<file path="src/rtl/or32_bus_pkg.sv">
`default_nettype none
// ============================================================================
// Module  : or32_bus_pkg
// Brief   : Shared widths, state encoding and request bundle for the or32
//           two-master bus arbiter.
// Revision: 1.0 - initial release
// ============================================================================
package or32_bus_pkg;

    localparam int unsigned c_ADDR_W = 32;
    localparam int unsigned c_DATA_W = 32;
    localparam int unsigned c_BE_W   = 4;

    localparam logic [c_DATA_W-1:0] c_ERR_DATA = 32'hDEADBEEF;

    localparam logic [0:0] c_ST_IDLE = 1'b0;
    localparam logic [0:0] c_ST_WAIT = 1'b1;

    typedef struct packed {
        logic [c_ADDR_W-1:0] addr;
        logic [c_DATA_W-1:0] dat_w;
        logic [c_BE_W-1:0]   we;
    } bus_req_t;

    function automatic bus_req_t pick_req(input logic sel, input bus_req_t req0,
                                          input bus_req_t req1);
        return sel ? req1 : req0;
    endfunction

endpackage
`default_nettype wire

</file>
<file path="src/rtl/or32_bus_timeout.sv">
`default_nettype none
// ============================================================================
// Module  : or32_bus_timeout
// Brief   : Counts enabled cycles without a clear and pulses o_expire on the
//           TIMEOUT_CYCLES-th one. TIMEOUT_CYCLES = 0 disables the watchdog.
// Revision: 1.0 - initial release
// ============================================================================
module or32_bus_timeout #(
    parameter int unsigned TIMEOUT_CYCLES = 1024
) (
    input  logic i_clk,
    input  logic i_rst,
    input  logic i_en,
    input  logic i_clr,
    output logic o_expire
);

    generate
        if (TIMEOUT_CYCLES == 0) begin : g_disabled
            assign o_expire = 1'b0;
        end else begin : g_enabled
            localparam int unsigned c_CNT_W =
                (TIMEOUT_CYCLES < 2) ? 1 : $clog2(TIMEOUT_CYCLES);
            localparam logic [c_CNT_W-1:0] c_LAST = c_CNT_W'(TIMEOUT_CYCLES - 1);

            logic [c_CNT_W-1:0] r_count;

            always_ff @(posedge i_clk) begin
                if (i_rst || !i_en || i_clr) begin
                    r_count <= '0;
                end else begin
                    r_count <= r_count + c_CNT_W'(1);
                end
            end

            // Fires during the last idle cycle so completion lands one cycle later.
            assign o_expire = i_en && !i_clr && (r_count == c_LAST);
        end
    endgenerate

endmodule
`default_nettype wire

</file>
<file path="src/rtl/or32_bus_arbiter.sv">
`default_nettype none
// ============================================================================
// Module  : or32_bus_arbiter
// Brief   : Shares the or32 memory bus between the core (m0) and a secondary
//           master (m1); one outstanding slave transaction with a watchdog.
// Revision: 1.0 - initial release
// ============================================================================
module or32_bus_arbiter
    import or32_bus_pkg::*;
#(
    parameter int unsigned          PRIO_MODE      = 0,
    parameter int unsigned          TIMEOUT_CYCLES = 1024,
    parameter logic [c_DATA_W-1:0]  ERR_DATA       = c_ERR_DATA
) (
    input  logic                i_clk,
    input  logic                i_rst,
    input  logic [c_ADDR_W-1:0] i_m0_addr,
    input  logic [c_DATA_W-1:0] i_m0_dat_w,
    input  logic [c_BE_W-1:0]   i_m0_we,
    input  logic                i_m0_stb,
    output logic [c_DATA_W-1:0] o_m0_dat_r,
    output logic                o_m0_ack,
    input  logic [c_ADDR_W-1:0] i_m1_addr,
    input  logic [c_DATA_W-1:0] i_m1_dat_w,
    input  logic [c_BE_W-1:0]   i_m1_we,
    input  logic                i_m1_stb,
    output logic [c_DATA_W-1:0] o_m1_dat_r,
    output logic                o_m1_ack,
    output logic [c_ADDR_W-1:0] o_s_addr,
    output logic [c_DATA_W-1:0] o_s_dat_w,
    output logic [c_BE_W-1:0]   o_s_we,
    output logic                o_s_stb,
    input  logic [c_DATA_W-1:0] i_s_dat_r,
    input  logic                i_s_ack,
    output logic                o_err,
    output logic                o_grant
);

    logic [0:0]          r_state;
    logic                r_last_grant;
    logic                r_pend0;
    logic                r_pend1;
    logic                w_busy0;
    logic                w_busy1;
    logic                w_stb0;
    logic                w_stb1;
    logic                w_req0;
    logic                w_req1;
    logic                w_winner;
    logic                w_start;
    logic                w_ack;
    logic                w_expire;
    logic                w_done;
    logic [c_DATA_W-1:0] w_rdata;
    bus_req_t            w_bus_m0;
    bus_req_t            w_bus_m1;
    bus_req_t            w_bus_sel;

    // A strobe from a master already queued or being served is dropped.
    assign w_busy0 = (r_state == c_ST_WAIT) && !o_grant;
    assign w_busy1 = (r_state == c_ST_WAIT) &&  o_grant;
    assign w_stb0  = i_m0_stb && !r_pend0 && !w_busy0;
    assign w_stb1  = i_m1_stb && !r_pend1 && !w_busy1;
    assign w_req0  = r_pend0 || w_stb0;
    assign w_req1  = r_pend1 || w_stb1;

    generate
        if (PRIO_MODE == 1) begin : g_fixed_prio
            assign w_winner = !w_req0;
        end else begin : g_round_robin
            assign w_winner = (w_req0 && w_req1) ? !r_last_grant : w_req1;
        end
    endgenerate

    assign w_start   = (r_state == c_ST_IDLE) && (w_req0 || w_req1);
    assign w_ack     = (r_state == c_ST_WAIT) && i_s_ack;
    assign w_done    = w_ack || w_expire;
    assign w_rdata   = w_ack ? i_s_dat_r : ERR_DATA;
    assign w_bus_m0  = {i_m0_addr, i_m0_dat_w, i_m0_we};
    assign w_bus_m1  = {i_m1_addr, i_m1_dat_w, i_m1_we};
    assign w_bus_sel = pick_req(w_winner, w_bus_m0, w_bus_m1);

    or32_bus_timeout #(
        .TIMEOUT_CYCLES (TIMEOUT_CYCLES)
    ) u_timeout (
        .i_clk    (i_clk),
        .i_rst    (i_rst),
        .i_en     (r_state == c_ST_WAIT),
        .i_clr    (i_s_ack),
        .o_expire (w_expire)
    );

    always_ff @(posedge i_clk) begin
        if (i_rst) begin
            r_state      <= c_ST_IDLE;
            r_last_grant <= 1'b1;
            r_pend0      <= 1'b0;
            r_pend1      <= 1'b0;
            o_s_addr     <= '0;
            o_s_dat_w    <= '0;
            o_s_we       <= '0;
            o_s_stb      <= 1'b0;
            o_m0_dat_r   <= '0;
            o_m0_ack     <= 1'b0;
            o_m1_dat_r   <= '0;
            o_m1_ack     <= 1'b0;
            o_err        <= 1'b0;
            o_grant      <= 1'b0;
        end else begin
            o_s_stb  <= 1'b0;
            o_m0_ack <= 1'b0;
            o_m1_ack <= 1'b0;
            o_err    <= 1'b0;

            if (w_start && !w_winner) begin
                r_pend0 <= 1'b0;
            end else if (w_stb0) begin
                r_pend0 <= 1'b1;
            end
            if (w_start && w_winner) begin
                r_pend1 <= 1'b0;
            end else if (w_stb1) begin
                r_pend1 <= 1'b1;
            end

            case (r_state)
                c_ST_IDLE: begin
                    if (w_start) begin
                        o_s_addr     <= w_bus_sel.addr;
                        o_s_dat_w    <= w_bus_sel.dat_w;
                        o_s_we       <= w_bus_sel.we;
                        o_s_stb      <= 1'b1;
                        o_grant      <= w_winner;
                        r_last_grant <= w_winner;
                        r_state      <= c_ST_WAIT;
                    end
                end
                c_ST_WAIT: begin
                    if (w_done) begin
                        if (o_grant) begin
                            o_m1_ack   <= 1'b1;
                            o_m1_dat_r <= w_rdata;
                        end else begin
                            o_m0_ack   <= 1'b1;
                            o_m0_dat_r <= w_rdata;
                        end
                        o_err   <= w_expire;
                        o_s_we  <= '0;
                        r_state <= c_ST_IDLE;
                    end
                end
                default: r_state <= c_ST_IDLE;
            endcase
        end
    end

endmodule
`default_nettype wire

</file>
<file path="config.mk">
export PLATFORM = sky130hd
export DESIGN_NAME = or32_bus_arbiter
export DESIGN_NICKNAME = d
export VERILOG_FILES = /design/src/rtl/or32_bus_pkg.sv /design/src/rtl/or32_bus_timeout.sv /design/src/rtl/or32_bus_arbiter.sv
export SDC_FILE = /design/constraint.sdc
export NUM_CORES = 1
export LEC_CHECK = 0
export ABC_AREA = 1
export ABC_CLOCK_PERIOD_IN_PS = 4500
export CELL_PAD_IN_SITES_DETAIL_PLACEMENT = 1
export CELL_PAD_IN_SITES_GLOBAL_PLACEMENT = 1
export CORE_UTILIZATION = 30
export CTS_CLUSTER_DIAMETER = 80
export DETAILED_ROUTE_END_ITERATION = 10
export HOLD_SLACK_MARGIN = 0.1
export PLACE_DENSITY = 0.9
export SYNTH_ARGS = -nofsm -noshare
export SYNTH_HDL_FRONTEND = slang
export SYNTH_SLANG_ARGS = --single-unit
</file>
<file path="constraint.sdc">
create_clock -name i_clk -period 4.5 [get_ports i_clk]
set_clock_uncertainty 0.2 [all_clocks]
set_input_delay 0.45 -clock i_clk [delete_from_list [all_inputs] [get_ports i_clk]]
set_output_delay 0.45 -clock i_clk [all_outputs]
set_load 0.02 [all_outputs]
</file>
==> results of run 1 <==
Yosys cell counts, types with 9 or more instances:
| master | number | area share |
|---|---|---|
| a21oi_1 | 30 | 0.023 |
| buf_2 | 11 | 0.0083 |
| buf_4 | 9 | 0.010 |
| clkbuf_1 | 42 | 0.024 |
| dfxtp_1 | 151 | 0.46 |
| inv_1 | 74 | 0.042 |
| nand2_1 | 196 | 0.11 |
| nand3_1 | 33 | 0.025 |
| nand4_1 | 46 | 0.043 |
| nor2_1 | 285 | 0.16 |
| o21ai_0 | 17 | 0.013 |
| o31ai_1 | 48 | 0.054 |
cell families after synthesis:
group,count (synthesis),share of synthesized area
compound gates,101,0.09704
buf+inv,144,0.09195
simple gates,572,0.3526
fa+ha+maj,1,0.001884
xor+xnor,1,0.001319
flops,151,0.4552
path summary, 6_finish.rpt:
kind | from | end | slack [ns] | depth (start not counted)
setup / recovery | o_grant | o_s_addr[7] | 1.27 | 11
hold / removal | u_timeout.g_enabled.r_count[0] | u_timeout.g_enabled.r_count[0] | 0.27 | 1
setup reg to reg | o_grant | o_s_addr[7] | 1.27 | 11
hold reg to reg | u_timeout.g_enabled.r_count[0] | u_timeout.g_enabled.r_count[0] | 0.27 | 1
state kept, by name (all words and copies together) (netlist names):
name and flops:
o_m0_ack 1, o_s_addr 32, u_timeout.g_enabled.r_count 10, o_grant 1, r_pend1 1, o_err 1
o_m0_dat_r 32, o_s_we 4, r_last_grant 1, o_m1_dat_r 32, o_s_dat_w 32, o_s_stb 1
r_pend0 1, o_m1_ack 1, r_state 1
report_power, final:
group / internal [W] / switching (W) / leakage [nW]
Combinational: 0.000642 / 0.000926 / 2.90
Clock: 0.000830 / 0.000612 / 0.279
Sequential: 0.00151 / 0.000106 / 1.24
Total: 0.00298 / 0.00164 / 4.42
worst max-delay path, cell delays in order (launching register included):
cell,delay [ns]
dfxtp_1,0.68
inv_2,0.37
nand2_1,0.15
nand2_1,0.06
nand2_1,0.16
nor2_1,0.08
nor2_2,0.08
buf_4,0.25
nand2_2,0.60
nor2_1,0.32
nor2_1,0.08
nor2_1,0.09
stage by stage:
step           hold WS [ns]  cells  utilization  setup slack (ns)
2_1_floorplan        0.2175    970            -             2.580
3_3_place_gp         0.2290   1502       0.4527             1.428
3_5_place_dp         0.2542   1502       0.4527             1.251
4_1_cts              0.2680   1532       0.4789             1.224
5_1_grt              0.2827   1532       0.4789            0.9022
6_report             0.2662   1532       0.4789             1.270
routing by layer:
layer / global-route usage / wire [um] / up-vias
li1: - / - / 3619
met1: 0.2482 / 10490 / 3646
met2: 0.4034 / 13020 / 249
met3: 0.07349 / 1933 / 39
met4: 0.07700 / 633 / 0
met5: 0 / 0 / -
cell type report:
type | count | area, um^2
Clock buffer | 19 | 442.9
Timing Repair Buffer | 319 | 3176
Sequential cell | 151 | 3023
Tap cell | 280 | 350.3
Multi-Input combinational cell | 675 | 3012
Clock inverter | 11 | 126.4
Inverter | 77 | 289.0
Fill cell | 2687 | 11340
==> impl_metrics.env, run 1 <==
export IMPL_syn_area_mm2=0.006640
export IMPL_setup_tns_ns=0
export IMPL_clk_latency_ns=0.42
export IMPL_drcViolationCount=0
export IMPL_grt_setup_unrepaired="no"
export IMPL_period_share=0.7178
export IMPL_stdcell_area_mm2=0.01042
export IMPL_mostFrequentLayoutCells="clkdlybuf4s50_1 (308), nor2_1 (285), nand2_1 (194), dfxtp_1 (151), inv_1 (73)"
export IMPL_clockRootBuffer="clkbuf_16"
export IMPL_cts_resized=0
export IMPL_totalPowerFinal_w=0.004628
export IMPL_cts_made_buffers=17
export IMPL_die_w_um=150.8
export IMPL_synthArstFlopShare=0
export IMPL_power_per_cell_area_mw_per_mm2=444.2
export IMPL_worstSetupPathType="reg -> reg"
export IMPL_n_antenna_cell=0
export IMPL_drv_cap=0
export IMPL_worstMarginPinSlew_ns=1.065
export IMPL_dr_first_iter_drc_count=211
export IMPL_p_leak_nw=4.415
export IMPL_synthFlopType="dfxtp_1"
export IMPL_ios=310
export IMPL_hp_class="reg -> reg"
export IMPL_irDropWorstVdd_uv=223.8
export IMPL_grt_max_degree=70
export IMPL_layout_min_cycle_time_ns=3.230
export IMPL_cts_tree="built"
export IMPL_maxSlewHeadroom=0.2888
export IMPL_fin_nets=1415
export IMPL_synth_edff_count=0
export IMPL_hold_violations=0
export IMPL_start_kind="flip-flop"
export IMPL_crit_path_end_kind="flip-flop"
export IMPL_cts_reportedPaths_clkPinSlew_ns=0.07
export IMPL_postCtsSetupBuffers=0
export IMPL_synth_cell_type_count=29
export IMPL_ctsHoldBuffers=0
export IMPL_arrival_ns=3.39
export IMPL_cts_path_max_buffers=2
export IMPL_cts_sinks=151
export IMPL_syn_nets=1144
export IMPL_die_h_um=150.8
export IMPL_place_area_mm2=0.009849
export IMPL_dpl_hpwl_um=18460
export IMPL_place_gp_congestion=0.8384
export IMPL_final_antenna_net_count=0
export IMPL_core_mm2=0.02176
export IMPL_ys_seq_area_frac=0.4552
export IMPL_num_vias=7553
export IMPL_gr_total_overflow=0
export IMPL_setup_viol=0
export IMPL_timing_fmax_mhz=309.6
export IMPL_status="finished clean"
export IMPL_layout_commonest_cell="clkdlybuf4s50_1"
export IMPL_drtPass1Iterations=4
export IMPL_syn_to_final_growth_pct=56.91
export IMPL_grt_pass1_wl_um=39230
export IMPL_rows=54
export IMPL_start_util=0.3052
export IMPL_htree_levels=4
export IMPL_grt_pass1_vias=7569
export IMPL_drive_gt1_frac=0.04153
export IMPL_grtUsageTotal=0.2253
export IMPL_yosys_warnings=0
export IMPL_wirelength_um=26080
export IMPL_synth_seq_cells=151
export IMPL_antenna_found_initial=0
export IMPL_viasPerCell=4.930
export IMPL_syn_area_per_cell_um2=6.845
export IMPL_port_buffers=309
export IMPL_syn_instance_count=970
export IMPL_slew_viol_final=0
export IMPL_wl_per_cell_um=17.02
export IMPL_crit_fanout=47
export IMPL_die_area_mm2=0.02273
export IMPL_crit_required_ns=4.66
(Power assumes the default switching activity.)
==> run 2: changes to the inputs <==
--- a/config.mk
+++ b/config.mk
@@ -6,14 +6,14 @@
 export NUM_CORES = 1
 export LEC_CHECK = 0
 export ABC_AREA = 1
-export ABC_CLOCK_PERIOD_IN_PS = 4500
+export ABC_CLOCK_PERIOD_IN_PS = 3000
 export CELL_PAD_IN_SITES_DETAIL_PLACEMENT = 1
 export CELL_PAD_IN_SITES_GLOBAL_PLACEMENT = 1
-export CORE_UTILIZATION = 30
+export CORE_UTILIZATION = 28
 export CTS_CLUSTER_DIAMETER = 80
 export DETAILED_ROUTE_END_ITERATION = 10
 export HOLD_SLACK_MARGIN = 0.1
-export PLACE_DENSITY = 0.9
+export PLACE_DENSITY = 0.85
 export SYNTH_ARGS = -nofsm -noshare
 export SYNTH_HDL_FRONTEND = slang
 export SYNTH_SLANG_ARGS = --single-unit
==> constraint.sdc (replaced) <==
create_clock -name i_clk -period 3 [get_ports i_clk]
set_clock_uncertainty 0.2 [all_clocks]
set_input_delay 0.3 -clock i_clk [delete_from_list [all_inputs] [get_ports i_clk]]
set_output_delay 0.3 -clock i_clk [all_outputs]
set_load 0.02 [all_outputs]
==> impl_metrics.env, run 2 (synthesized netlist as in run 1, its figures left out) <==
export IMPL_status="finished clean"
export IMPL_drive_gt1_frac=0.04603
export IMPL_period_share=0.7932
export IMPL_maxSlewHeadroom=0.4600
export IMPL_die_h_um=156.0
export IMPL_grtUsageTotal=0.2120
export IMPL_worstMarginPinSlew_ns=0.8100
export IMPL_dpl_hpwl_um=18420
export IMPL_grt_max_degree=71
export IMPL_grt_pass1_vias=7543
export IMPL_wirelength_um=25950
export IMPL_switching_power_w=0.002466
export IMPL_die_w_um=156.0
export IMPL_crit_chain="buf_4 -> clkdlybuf4s50_1"
export IMPL_start_kind="flip-flop"
export IMPL_cts_path_max_buffers=2
export IMPL_drcViolationCount=0
export IMPL_hp_class="reg -> reg"
export IMPL_p_leak_nw=4.465
export IMPL_cts_reportedPaths_clkPinSlew_ns=0.06
export IMPL_viasPerCell=4.743
export IMPL_r2r_cells=9
export IMPL_stdcell_area_mm2=0.01058
export IMPL_holdWs_ns=0.2593
export IMPL_num_vias=7460
export IMPL_start_util=0.2898
export IMPL_arrival_ns=1.88
export IMPL_r2r_end="o_m1_dat_r[14]"
export IMPL_crit_required_ns=2.50
export IMPL_crit_fanout=25
export IMPL_holdPathEnd="u_timeout.g_enabled.r_count[0]"
export IMPL_rr_startpoint="u_timeout.g_enabled.r_count[0]"
export IMPL_worstHoldStart="u_timeout.g_enabled.r_count[0]"
export IMPL_wl_per_cell_um=16.50
export IMPL_power_per_cell_area_mw_per_mm2=667.7
export IMPL_htree_levels=4
export IMPL_core_mm2=0.02292
export IMPL_timing_fmax_mhz=420.2
export IMPL_finish_utilization=0.4616
export IMPL_worstSetupPathType="reg -> out"
export IMPL_place_gp_congestion=0.7848
export IMPL_cts_made_buffers=17
export IMPL_irDropWorstVdd_uv=314.9
export IMPL_slowest_delay_ns=0.67
export IMPL_drtPass1Iterations=6
export IMPL_crit_family="buffers and inverters"
export IMPL_layout_min_cycle_time_ns=2.380
export IMPL_power_combinational_fraction=0.336
export IMPL_setup_viol=0
export IMPL_fin_nets=1421
export IMPL_cts_resized=0
export IMPL_mostFrequentLayoutCells="clkdlybuf4s50_1 (308), nor2_1 (285), nand2_1 (194), dfxtp_1 (151), inv_1 (73)"
export IMPL_grt_setup_unrepaired="no"
export IMPL_setup_tns_ns=0
export IMPL_drv_cap=0
export IMPL_seqPwrFrac=0.342
export IMPL_reg2reg_slack_ns=0.68
export IMPL_clk_latency_ns=0.41
export IMPL_syn_to_final_growth_pct=59.32
export IMPL_cts_tree="built"
export IMPL_clkPwrFrac=0.321
export IMPL_clockRootBuffer="clkbuf_16"
export IMPL_ios=310
export IMPL_cpMaxStageDelayCell="clkdlybuf4s50_1"
export IMPL_n_antenna_cell=0
export IMPL_die_area_mm2=0.02433
export IMPL_min_path_cells=1
export IMPL_crit_path_end_kind="primary output"
export IMPL_gr_total_overflow=0
export IMPL_place_inst=1540
export IMPL_p_sw_frac=0.3492
export IMPL_cp_buffers_inverters=2
export IMPL_rows=55
export IMPL_p_int_w=0.004597
export IMPL_port_buffers=309
export IMPL_grt_pass1_wl_um=40000
export IMPL_place_area_mm2=0.009953
export IMPL_final_antenna_net_count=0
export IMPL_critPathLaunch="o_grant"
export IMPL_cts_sinks=151
export IMPL_hold_violations=0
export IMPL_finalNonFillerCells=1573
export IMPL_layout_commonest_cell="clkdlybuf4s50_1"
export IMPL_antenna_found_initial=0
export IMPL_slew_viol_final=0
export IMPL_dr_first_iter_drc_count=350
run 2: changes by cell type in the layout (fill, tap and decap cells not counted), sizes merged:
cell         before  now
buf              11   16
bufinv            2    3
clkbuf           19   20
clkinv            6    5
clkinvlp          1    2
dlygate4sd3       0    1
run 2: layer usage:
metal	routed length [um]	track usage
met1	10250	0.2366
met2	12620	0.3656
met3	2411	0.08194
met4	673	0.07376
met5	0	0
run 2: worst max-delay path by stage:
stage                                 to  slack, ns  cells past startpoint
after detailed placement    o_s_addr[18]       0.60                      8
after global routing      o_m1_dat_r[20]       0.45                      9
after global placement         o_s_we[0]       0.64                      7
after floorplan              o_s_addr[0]       1.08                     12
final                            o_grant       0.62                      2
after CTS                        o_grant       0.58                      2
run 2: cell type report:
type	instances	area [um^2]
Clock buffer	20	446.7
Clock inverter	12	168.9
Fill cell	2836	12340
Inverter	77	289.0
Multi-Input combinational cell	675	3012
Sequential cell	151	3023
Tap cell	313	391.6
Timing Repair Buffer	325	3248
run 2: per-stage QoR:
stage / total power, W / setup slack (ns)
after floorplan: 0.003768 / 1.080
after global placement: 0.004805 / 0.6354
after detailed placement: 0.004857 / 0.5955
after CTS: 0.007170 / 0.5820
after global routing: 0.007484 / 0.4522
final: 0.007064 / 0.6203
run 2: timing repair:
action,CTS,global route
endpoints found under the hold margin,8,0
hold buffers,1,0
setup buffers,0,0
run 2: power groups by stage:
| stage | combinational (W) | clock (W) | sequential (W) |
|---|---|---|---|
| 5_1_grt | 0.00259 | 0.00244 | 0.00245 |
| 4_1_cts | 0.00241 | 0.00234 | 0.00242 |
| 3_3_place_gp | 0.00235 | 0 | 0.00245 |
| 2_1_floorplan | 0.00103 | 0 | 0.00274 |
| 6_report | 0.00238 | 0.00227 | 0.00242 |
| 3_5_place_dp | 0.00239 | 0 | 0.00246 |
